## src/rtl/zoom_control_decoder.sv

```systemverilog
// ----------------------------------------------------------------------------
// zoom_control_decoder
//
// Turns the raw DE1-SoC algorithm switches and the two zoom push-buttons into
// the configuration consumed by the scaler datapath and the HEX text scroller.
//
// Every pin goes through a two-flop synchroniser and a per-input debouncer.
// The debounced switches are decoded into an algorithm index and two switch
// error flags. Debounced key presses drive a small IDLE -> EVAL FSM that
// steps zoom_level within the range the current algorithm allows.
//
// Ports
//   clk                       system clock (only clock)
//   reset                     synchronous, active-high reset
//   sw[3:0]                   one-hot algorithm switches (async pins)
//   key_zoom_in_n             zoom-in button, active-low (async pin)
//   key_zoom_out_n            zoom-out button, active-low (async pin)
//   algorithm_select[1:0]     index of the single active switch
//   zoom_level[2:0]           two's-complement level, -MAX_LEVEL..+MAX_LEVEL
//   invalid_zoom_error        last zoom request was rejected
//   multiple_switches_error   more than one switch is on
//   no_switch_selected_error  no switch is on
//   config_pulse              one-cycle strobe: new valid configuration
//
// Handshake: there is no valid/ready pair here. config_pulse is a one-cycle
// strobe, high in exactly the cycle in which the new algorithm_select /
// zoom_level values first appear; consumers sample both on that cycle and
// cannot apply back-pressure.
// ----------------------------------------------------------------------------
module zoom_control_decoder #(
    parameter int DEBOUNCE_CYCLES = 1000000,
    parameter int MAX_LEVEL       = 2
) (
    input  logic       clk,
    input  logic       reset,
    input  logic [3:0] sw,
    input  logic       key_zoom_in_n,
    input  logic       key_zoom_out_n,
    output logic [1:0] algorithm_select,
    output logic [2:0] zoom_level,
    output logic       invalid_zoom_error,
    output logic       multiple_switches_error,
    output logic       no_switch_selected_error,
    output logic       config_pulse
);

    localparam int              NUM_INPUTS = 6;
    localparam int              CNT_W      = (DEBOUNCE_CYCLES > 1) ? $clog2(DEBOUNCE_CYCLES) : 1;
    localparam logic [CNT_W-1:0] CNT_LAST  = CNT_W'(DEBOUNCE_CYCLES - 1);
    // Idle level of each input: switches off, keys released (high).
    localparam logic [NUM_INPUTS-1:0] IDLE_LEVELS = 6'b110000;
    localparam logic signed [3:0] MAX_L   = 4'(MAX_LEVEL);

    typedef enum logic {
        ZOOM_IDLE = 1'b0,
        ZOOM_EVAL = 1'b1
    } zoom_state_t;

    // ------------------------------------------------------------------
    // Synchronise and debounce. Bit order: {key_out_n, key_in_n, sw[3:0]}.
    // ------------------------------------------------------------------
    logic [NUM_INPUTS-1:0] raw_in;
    logic [NUM_INPUTS-1:0] sync1_q;
    logic [NUM_INPUTS-1:0] sync2_q;
    logic [NUM_INPUTS-1:0] deb_q;
    logic [CNT_W-1:0]      cnt_q [NUM_INPUTS];

    assign raw_in = {key_zoom_out_n, key_zoom_in_n, sw};

    always_ff @(posedge clk) begin
        if (reset) begin
            sync1_q <= IDLE_LEVELS;
            sync2_q <= IDLE_LEVELS;
            deb_q   <= IDLE_LEVELS;
            for (int i = 0; i < NUM_INPUTS; i++) begin
                cnt_q[i] <= '0;
            end
        end else begin
            sync1_q <= raw_in;
            sync2_q <= sync1_q;
            for (int i = 0; i < NUM_INPUTS; i++) begin
                if (sync2_q[i] == deb_q[i]) begin
                    cnt_q[i] <= '0;
                end else if (cnt_q[i] == CNT_LAST) begin
                    // Disagreement has persisted for DEBOUNCE_CYCLES cycles.
                    deb_q[i] <= sync2_q[i];
                    cnt_q[i] <= '0;
                end else begin
                    cnt_q[i] <= cnt_q[i] + 1'b1;
                end
            end
        end
    end

    // ------------------------------------------------------------------
    // Key press detection: falling edge of the debounced key.
    // ------------------------------------------------------------------
    logic [1:0] key_prev_q;
    logic       press_in;
    logic       press_out;

    always_ff @(posedge clk) begin
        if (reset) begin
            key_prev_q <= 2'b11;
        end else begin
            key_prev_q <= deb_q[5:4];
        end
    end

    assign press_in  = key_prev_q[0] & ~deb_q[4];
    assign press_out = key_prev_q[1] & ~deb_q[5];

    // ------------------------------------------------------------------
    // Switch decode.
    // ------------------------------------------------------------------
    logic [3:0] sw_deb;
    logic       sw_none;
    logic       sw_multi;
    logic       dec_valid;
    logic [1:0] dec_idx;
    logic       alg_change;

    logic [1:0] alg_q;
    logic       none_q;
    logic       multi_q;
    logic       have_cfg_q;   // a valid index has been decoded since reset

    assign sw_deb = deb_q[3:0];

    always_comb begin
        sw_none   = (sw_deb == 4'b0000);
        // x & (x-1) clears the lowest set bit; non-zero means >= 2 bits set.
        sw_multi  = !sw_none && ((sw_deb & (sw_deb - 4'd1)) != 4'b0000);
        dec_valid = !sw_none && !sw_multi;
        dec_idx   = 2'd0;
        case (sw_deb)
            4'b0010: dec_idx = 2'd1;
            4'b0100: dec_idx = 2'd2;
            4'b1000: dec_idx = 2'd3;
            default: dec_idx = 2'd0;
        endcase
    end

    // Returning to the same index after a switch error is not a change: the
    // level is kept and the latched invalid flag reappears. The very first
    // valid index after reset always counts as a change.
    assign alg_change = dec_valid && (!have_cfg_q || (dec_idx != alg_q));

    always_ff @(posedge clk) begin
        if (reset) begin
            alg_q      <= 2'd0;
            none_q     <= 1'b0;
            multi_q    <= 1'b0;
            have_cfg_q <= 1'b0;
        end else begin
            none_q  <= sw_none;
            multi_q <= sw_multi;
            if (dec_valid) begin
                alg_q      <= dec_idx;
                have_cfg_q <= 1'b1;
            end
        end
    end

    // ------------------------------------------------------------------
    // Zoom FSM and level register.
    // ------------------------------------------------------------------
    zoom_state_t       state_q;
    zoom_state_t       state_d;
    logic [1:0]        dir_q;       // {zoom_out, zoom_in} captured in IDLE
    logic [1:0]        dir_d;
    logic [2:0]        level_q;
    logic [2:0]        level_d;
    logic              inv_q;       // latched reject flag, masked on output
    logic              inv_d;
    logic              pulse_q;
    logic              pulse_d;
    logic              sw_err_q;
    logic signed [3:0] level_ext;
    logic signed [3:0] target;
    logic signed [3:0] range_lo;
    logic signed [3:0] range_hi;

    assign sw_err_q = none_q | multi_q;

    always_comb begin
        state_d   = state_q;
        dir_d     = dir_q;
        level_d   = level_q;
        inv_d     = inv_q;
        pulse_d   = 1'b0;
        level_ext = {level_q[2], level_q};
        target    = dir_q[0] ? (level_ext + 4'sd1) : (level_ext - 4'sd1);
        // Enlarging algorithms (00/01) zoom up from 0, reducing ones down.
        range_lo  = alg_q[1] ? -MAX_L : 4'sd0;
        range_hi  = alg_q[1] ? 4'sd0  : MAX_L;

        case (state_q)
            ZOOM_IDLE: begin
                if ((press_in || press_out) && !sw_err_q) begin
                    state_d = ZOOM_EVAL;
                    dir_d   = {press_out, press_in};
                end
            end
            ZOOM_EVAL: begin
                state_d = ZOOM_IDLE;
                // Presses arriving now are dropped; an algorithm change or a
                // switch error appearing this cycle also drops the request.
                if (!alg_change && dec_valid) begin
                    if (dir_q == 2'b11) begin
                        inv_d = 1'b1;
                    end else if ((target >= range_lo) && (target <= range_hi)) begin
                        level_d = target[2:0];
                        inv_d   = 1'b0;
                        pulse_d = 1'b1;
                    end else begin
                        inv_d = 1'b1;
                    end
                end
            end
            default: state_d = ZOOM_IDLE;
        endcase

        if (alg_change) begin
            level_d = 3'd0;
            inv_d   = 1'b0;
            pulse_d = 1'b1;
        end
    end

    always_ff @(posedge clk) begin
        if (reset) begin
            state_q <= ZOOM_IDLE;
            dir_q   <= 2'b00;
            level_q <= 3'd0;
            inv_q   <= 1'b0;
            pulse_q <= 1'b0;
        end else begin
            state_q <= state_d;
            dir_q   <= dir_d;
            level_q <= level_d;
            inv_q   <= inv_d;
            pulse_q <= pulse_d;
        end
    end

    // ------------------------------------------------------------------
    // Outputs. Priority: no_switch > multiple > invalid.
    // ------------------------------------------------------------------
    assign algorithm_select         = alg_q;
    assign zoom_level               = level_q;
    assign no_switch_selected_error = none_q;
    assign multiple_switches_error  = multi_q & ~none_q;
    assign invalid_zoom_error       = inv_q & ~sw_err_q;
    assign config_pulse             = pulse_q;

endmodule

```

## config.mk

```make
export PLATFORM = sky130hd
export DESIGN_NAME = zoom_control_decoder
export DESIGN_NICKNAME = d
export VERILOG_FILES = /design/src/rtl/zoom_control_decoder.sv
export SDC_FILE = /design/constraint.sdc
export NUM_CORES = 1
export LEC_CHECK = 0
export CORE_ASPECT_RATIO = 0.5
export CORE_MARGIN = 1.5
export CORE_UTILIZATION = 60
export DETAILED_ROUTE_END_ITERATION = 7
export PLACE_DENSITY = 0.77
export SLEW_MARGIN = 0
export SYNTH_ARGS = -nofsm -noshare
export SYNTH_HDL_FRONTEND = slang
export SYNTH_SLANG_ARGS = --single-unit
```

## constraint.sdc

```tcl
create_clock -name clk -period 5.1 [get_ports clk]
set_input_delay 0.51 -clock clk [delete_from_list [all_inputs] [get_ports clk]]
set_output_delay 0.51 -clock clk [all_outputs]
set_load 0.01 [all_outputs]
```

== Word level (Yosys, flattened, before mapping) ==
Memory sizes are Yosys's and may differ from the RTL's.
Index checks and enable logic that the tools add are counted.

* Add/subtract/negate cells: 9
* Magnitude comparators: 2
* Equality and inequality tests: 17
* Multiplexer cells: 99
* Bitwise gates (word level): 36
* Reduce and logical (&&, ||, !) cells: 25

{| class="wikitable"
|+ Operators by type and width
! operator !! number
|-
| 2-to-1 mux 20 bit || 18
|-
| adder 20 x 1 -> 20 bit (second input constant) || 6
|-
| equality test 20 bit (second input constant) || 6
|-
| 2-to-1 mux 1 bit || 76
|-
| OR 1 bit || 19
|-
| AND reduction 2 bit || 8
|-
| NOT 1 bit || 12
|-
| 2-to-1 mux 4 bit || 2
|-
| equality test 1 bit || 6
|-
| logical AND 1 bit || 6
|-
| one-hot mux 2 bit (3 select lines) || 1
|-
| logical NOT 1 bit || 5
|-
| adder 3 x 2 -> 4 bit (second input constant) || 1
|-
| bitwise AND 1 bit || 4
|-
| bitwise AND 4 bit || 1
|-
| equality test 4 x 2 -> 1 bit (second input constant) || 1
|-
| equality test 4 x 3 -> 1 bit (second input constant) || 1
|-
| equality test 4 bit (second input constant) || 1
|-
| >= comparator 4 bit || 1
|-
| <= comparator 4 x 3 -> 1 bit || 1
|-
| logical NOT 4 bit || 1
|-
| AND reduction 4 bit || 1
|-
| nonzero test 4 bit || 1
|-
| subtractor 3 x 2 -> 4 bit (second input constant) || 1
|-
| other kinds (7) || 8
|}

* Flip-flop bits (word level): 33
* Bits in writable memories: 120
* Input port bits: 8
* Memories kept: 1

{| class="wikitable"
|+ Memories
! name !! words !! bits a word !! rd ports !! clocked after Yosys merged registers in !! wr ports !! line !! RTL
|-
| cnt_q || 6 || 20 || 6 || 0 || 6 || 66 || <nowiki>logic [CNT_W-1:0] cnt_q [NUM_INPUTS];</nowiki>
|}

== Longest topological paths before layout ==
* Word-level depth: 12
* Depth in mapped cells: 10
* Depth with buffers taken out: 10

== Least setup slack after synthesis ==
OpenSTA, ideal clock, no wires.

* Kind: flip-flop to flip-flop
* From: register level_q[0], in the netlist zoom_level[0]
* To: register level_q[0], in the netlist zoom_level[0]
* Library setup time: 0.067 ns
* Arrival time: 2.406 ns
* Required time: 5.033 ns
* Setup slack: 2.627 ns
* Cell stages (with the launch flop): 9
* Buffers on the path: 0
* Period minus slack after synthesis: 2.473 ns
* Cells stage by stage: dfxtp_1 fa_1 inv_1 ha_1 nand2b_1 a21boi_0 o221ai_1 or4_4 a21oi_2

* Word-level cells in the longest chain between the ends: 5

{| class="wikitable"
|+ RTL lines
! item !! line !! RTL
|-
| start, declared || 172 || <nowiki>logic [2:0] level_q;</nowiki>
|-
| start signal, assigned || 241 || <nowiki>level_q <= level_d;</nowiki>
|-
| subtractor 3 x 2 -> 4 bit / adder 3 x 2 -> 4 bit (equally long branches) || 193 || <nowiki>target = dir_q[0] ? (level_ext + 4'sd1) : (level_ext - 4'sd1);</nowiki>
|-
| 2-to-1 mux 4 bit * || 193 ||
|-
| via target[1] || 180 || <nowiki>logic signed [3:0] target;</nowiki>
|-
| >= comparator 4 bit / <= comparator 4 x 3 -> 1 bit (equally long branches) || 212 || <nowiki>end else if ((target >= range_lo) && (target <= range_hi)) begin</nowiki>
|-
| logical AND 1 bit * || 212 ||
|-
| AND reduction 4 bit (no line) * || n/a ||
|}

The timed path passes the listed nets; every way through them passes the cells marked *.
A chain may end at the register's enable or synchronous reset.

== Worst setup path after layout ==
Same ends and word-level chain as after synthesis.

==> flow_summary.ini <==
[floorplan]
die-area_sq_um = 13900
core_area_sq_um = 12700
die_y_microns = 84.1
rows = 29
die_x_microns = 165
initial_core_util_pct = 62.0
num_io_pins = 17

[logic_synthesis]
yosysWarnings = 0
synth_top_area_cell = edfxtp_1
synth_top_family_by_area = simple AND/OR/NAND/NOR gates
synth_area_leaders = edfxtp_1 (46%), dfxtp_1 (8.4%), nor2_1 (7.0%), xor2_1 (6.9%), xnor2_1 (5.9%)
yosys.area_share.simple_pct = 24.3
yosysUniqueCellTypes = 58
synth.top_cell.area_share_pct = 45.6
synth-xor-area-share_pct = 13.0
ys_seq_area_share_pct = 54.0
synth_cells = 753
synth-seq-cells = 153
async_flop_share_pct = 0
syn_avg_cell_area_sq_um = 10.5
yosys.area_share.adder_pct = 2.15
synthMuxAreaShare_pct = 0.507
ys.flop_type = edfxtp_1
synth_compound_area_share_pct = 3.60
synth_area_sq_um = 7900
synth_edf_count = 120

[route]
dr.pass1.iters = 4
drt-total-wl_microns = 13500
drc_errors = 0
first_iter_violations = 358
viasPerCell = 5.13
wl_per_cell_microns = 12.5
drtAntennaViolNets = 0
vias = 5502

[clock_tree]
cts_tree = built
ctsRootBufferMaster = clkbuf_16
clk-insertion-delay-late_ns = 0.42
cts_buffers = 17
clk_pin_slew_ns = 0.06
ctsResizeCount = 0
htreeDepth = 4
cts.sinks = 153
hold_buffers = 0
cts_max_path_buffers = 2
postCtsSetupBuffers = 0

[sta]
rsz0062_at_grt = false
setup_slack_ns = 2.35
period_share_pct = 53.8
finalCriticalPeriod_ns = 2.75
slew_headroom_pct = 40.1
max_freq_mhz = 364
setup_viol_count_final = 0
worst_slew_pin_slew_ns = 0.895
final_max_slew_viol_count = 0
hold_ws_ns = 0.413
totalNegativeSetupSlack_ns = 0
finalHoldViolCount = 0
fin_worst_skew_ns = 0.0154

[critical_path]
r2r_setup_slack_ns = 2.35
worstSetupEndpointType = flip-flop
critPathMaxFanout = 7
crit_type = reg2reg
arrival_ns = 3.09
worstPathRequired_ns = 5.45
cp-start-kind = flip-flop

[placement]
placed_area_sq_um = 8610
numPortBuffers = 16
dp_cells = 1040
dp_hpwl_microns = 9220
dp_slack_ns = 2.25
gp_congestion = 0.813

[final_layout]
final_common_cell = nor2_1
syn_to_final_growth_pct = 16.7
final_layout_size_suffix_gt1_share_pct = 5.54
diodes = 0
final_cell_mix = nor2_1 (147), edfxtp_1 (120), conb_1 (120)
layout.nets = 910
regArea_sq_um = 4260
n_fill_cell = 906
utilization_pct = 72.4
fin_cells = 1072
finish.instance_area_sq_um = 9220
multi_input_area_sq_um = 3880

[grt]
grt_pass1_wl_microns = 23600
grt_remaining_overflow = 0
antenna_found_initial = 0
grt_max_degree = 27
grt_use_total_pct = 21.5
first_global_vias = 5419

[run_status]
status = finished clean

[pwr]
p_total_mw = 2.82
p_per_area_nw_per_um2 = 306
p_leak_nw = 3.26
max-vdd-ir-drop_mv = 0.224

[job]
maxCapViolations = 0

[hold_path]
hp-class = reg2reg
## cell families after synthesis
group,after synthesis
and+or+nand+nor,386
DFF,153
xor gates and xnor gates,116
buffers and inverters,41
AOI/OAI and AO/OA,39
adders and majority gates,13
muxes,4
other,1
## layout make-up
class,instances,share of cell area [%]
clock inverter,11,1.59
tap,170,2.31
clock buffer,21,4.99
sequential,153,46.3
inverter,22,0.896
multi-input combinational,678,42.1
timing repair buffer,17,1.82
## synth_stat cells (6+ instances only)
cell      number
and3_1        21
o21ai_0        6
or2_2          7
nor3_1        20
nor4_1        15
nand4_1       15
nand2b_1       6
xnor2_1       53
a21oi_1       13
nor2_1       147
buf_2          8
dfxtp_1       33
and4_1         6
ha_1          12
nand2_1       49
nor2b_1       15
edfxtp_1     120
nand3_1       53
nor4b_1        7
inv_1         22
xor2_1        62
## worst max-delay path, cell delays in order (launching register included)
cell and delay, ns:
dfxtp_1 0.40, fa_1 0.60, inv_1 0.07, ha_1 0.28, nand2b_1 0.15, a21boi_0 0.27
o221ai_1 0.28, or4_4 0.47, a21oi_2 0.15
## final timing paths
| path | from | to | cells after the start |
|---|---|---|---|
| min | sync1_q[4] | sync2_q[4] | 1 |
| min reg2reg | sync1_q[4] | sync2_q[4] | 1 |
| max reg2reg | zoom_level[0] | zoom_level[0] | 8 |
| max | zoom_level[0] | zoom_level[0] | 8 |
## power breakdown
part | internal (mW) | total (mW) | switching, mW
logic | 0.0413 | 0.0970 | 0.0557
registers | 1.39 | 1.44 | 0.0454
clock network | 0.796 | 1.29 | 0.495
## sequential cells by signal (all words and copies together), names as in the netlist, 2 cells and up
register	flops
algorithm_select	2
cnt_q	120
deb_q	6
dir_q	2
key_prev_q	2
sync1_q	6
sync2_q	6
zoom_level	3
## per-layer routing
layer	global-route usage (%)	vias to the layer above	share of wire, %
met5	0	-	0
met4	8.44	0	1.7
met3	3.87	21	2.3
met2	36.2	67	48
met1	27.8	2613	48
li1	-	2801	-
Power figures use the tool's default switching activity.
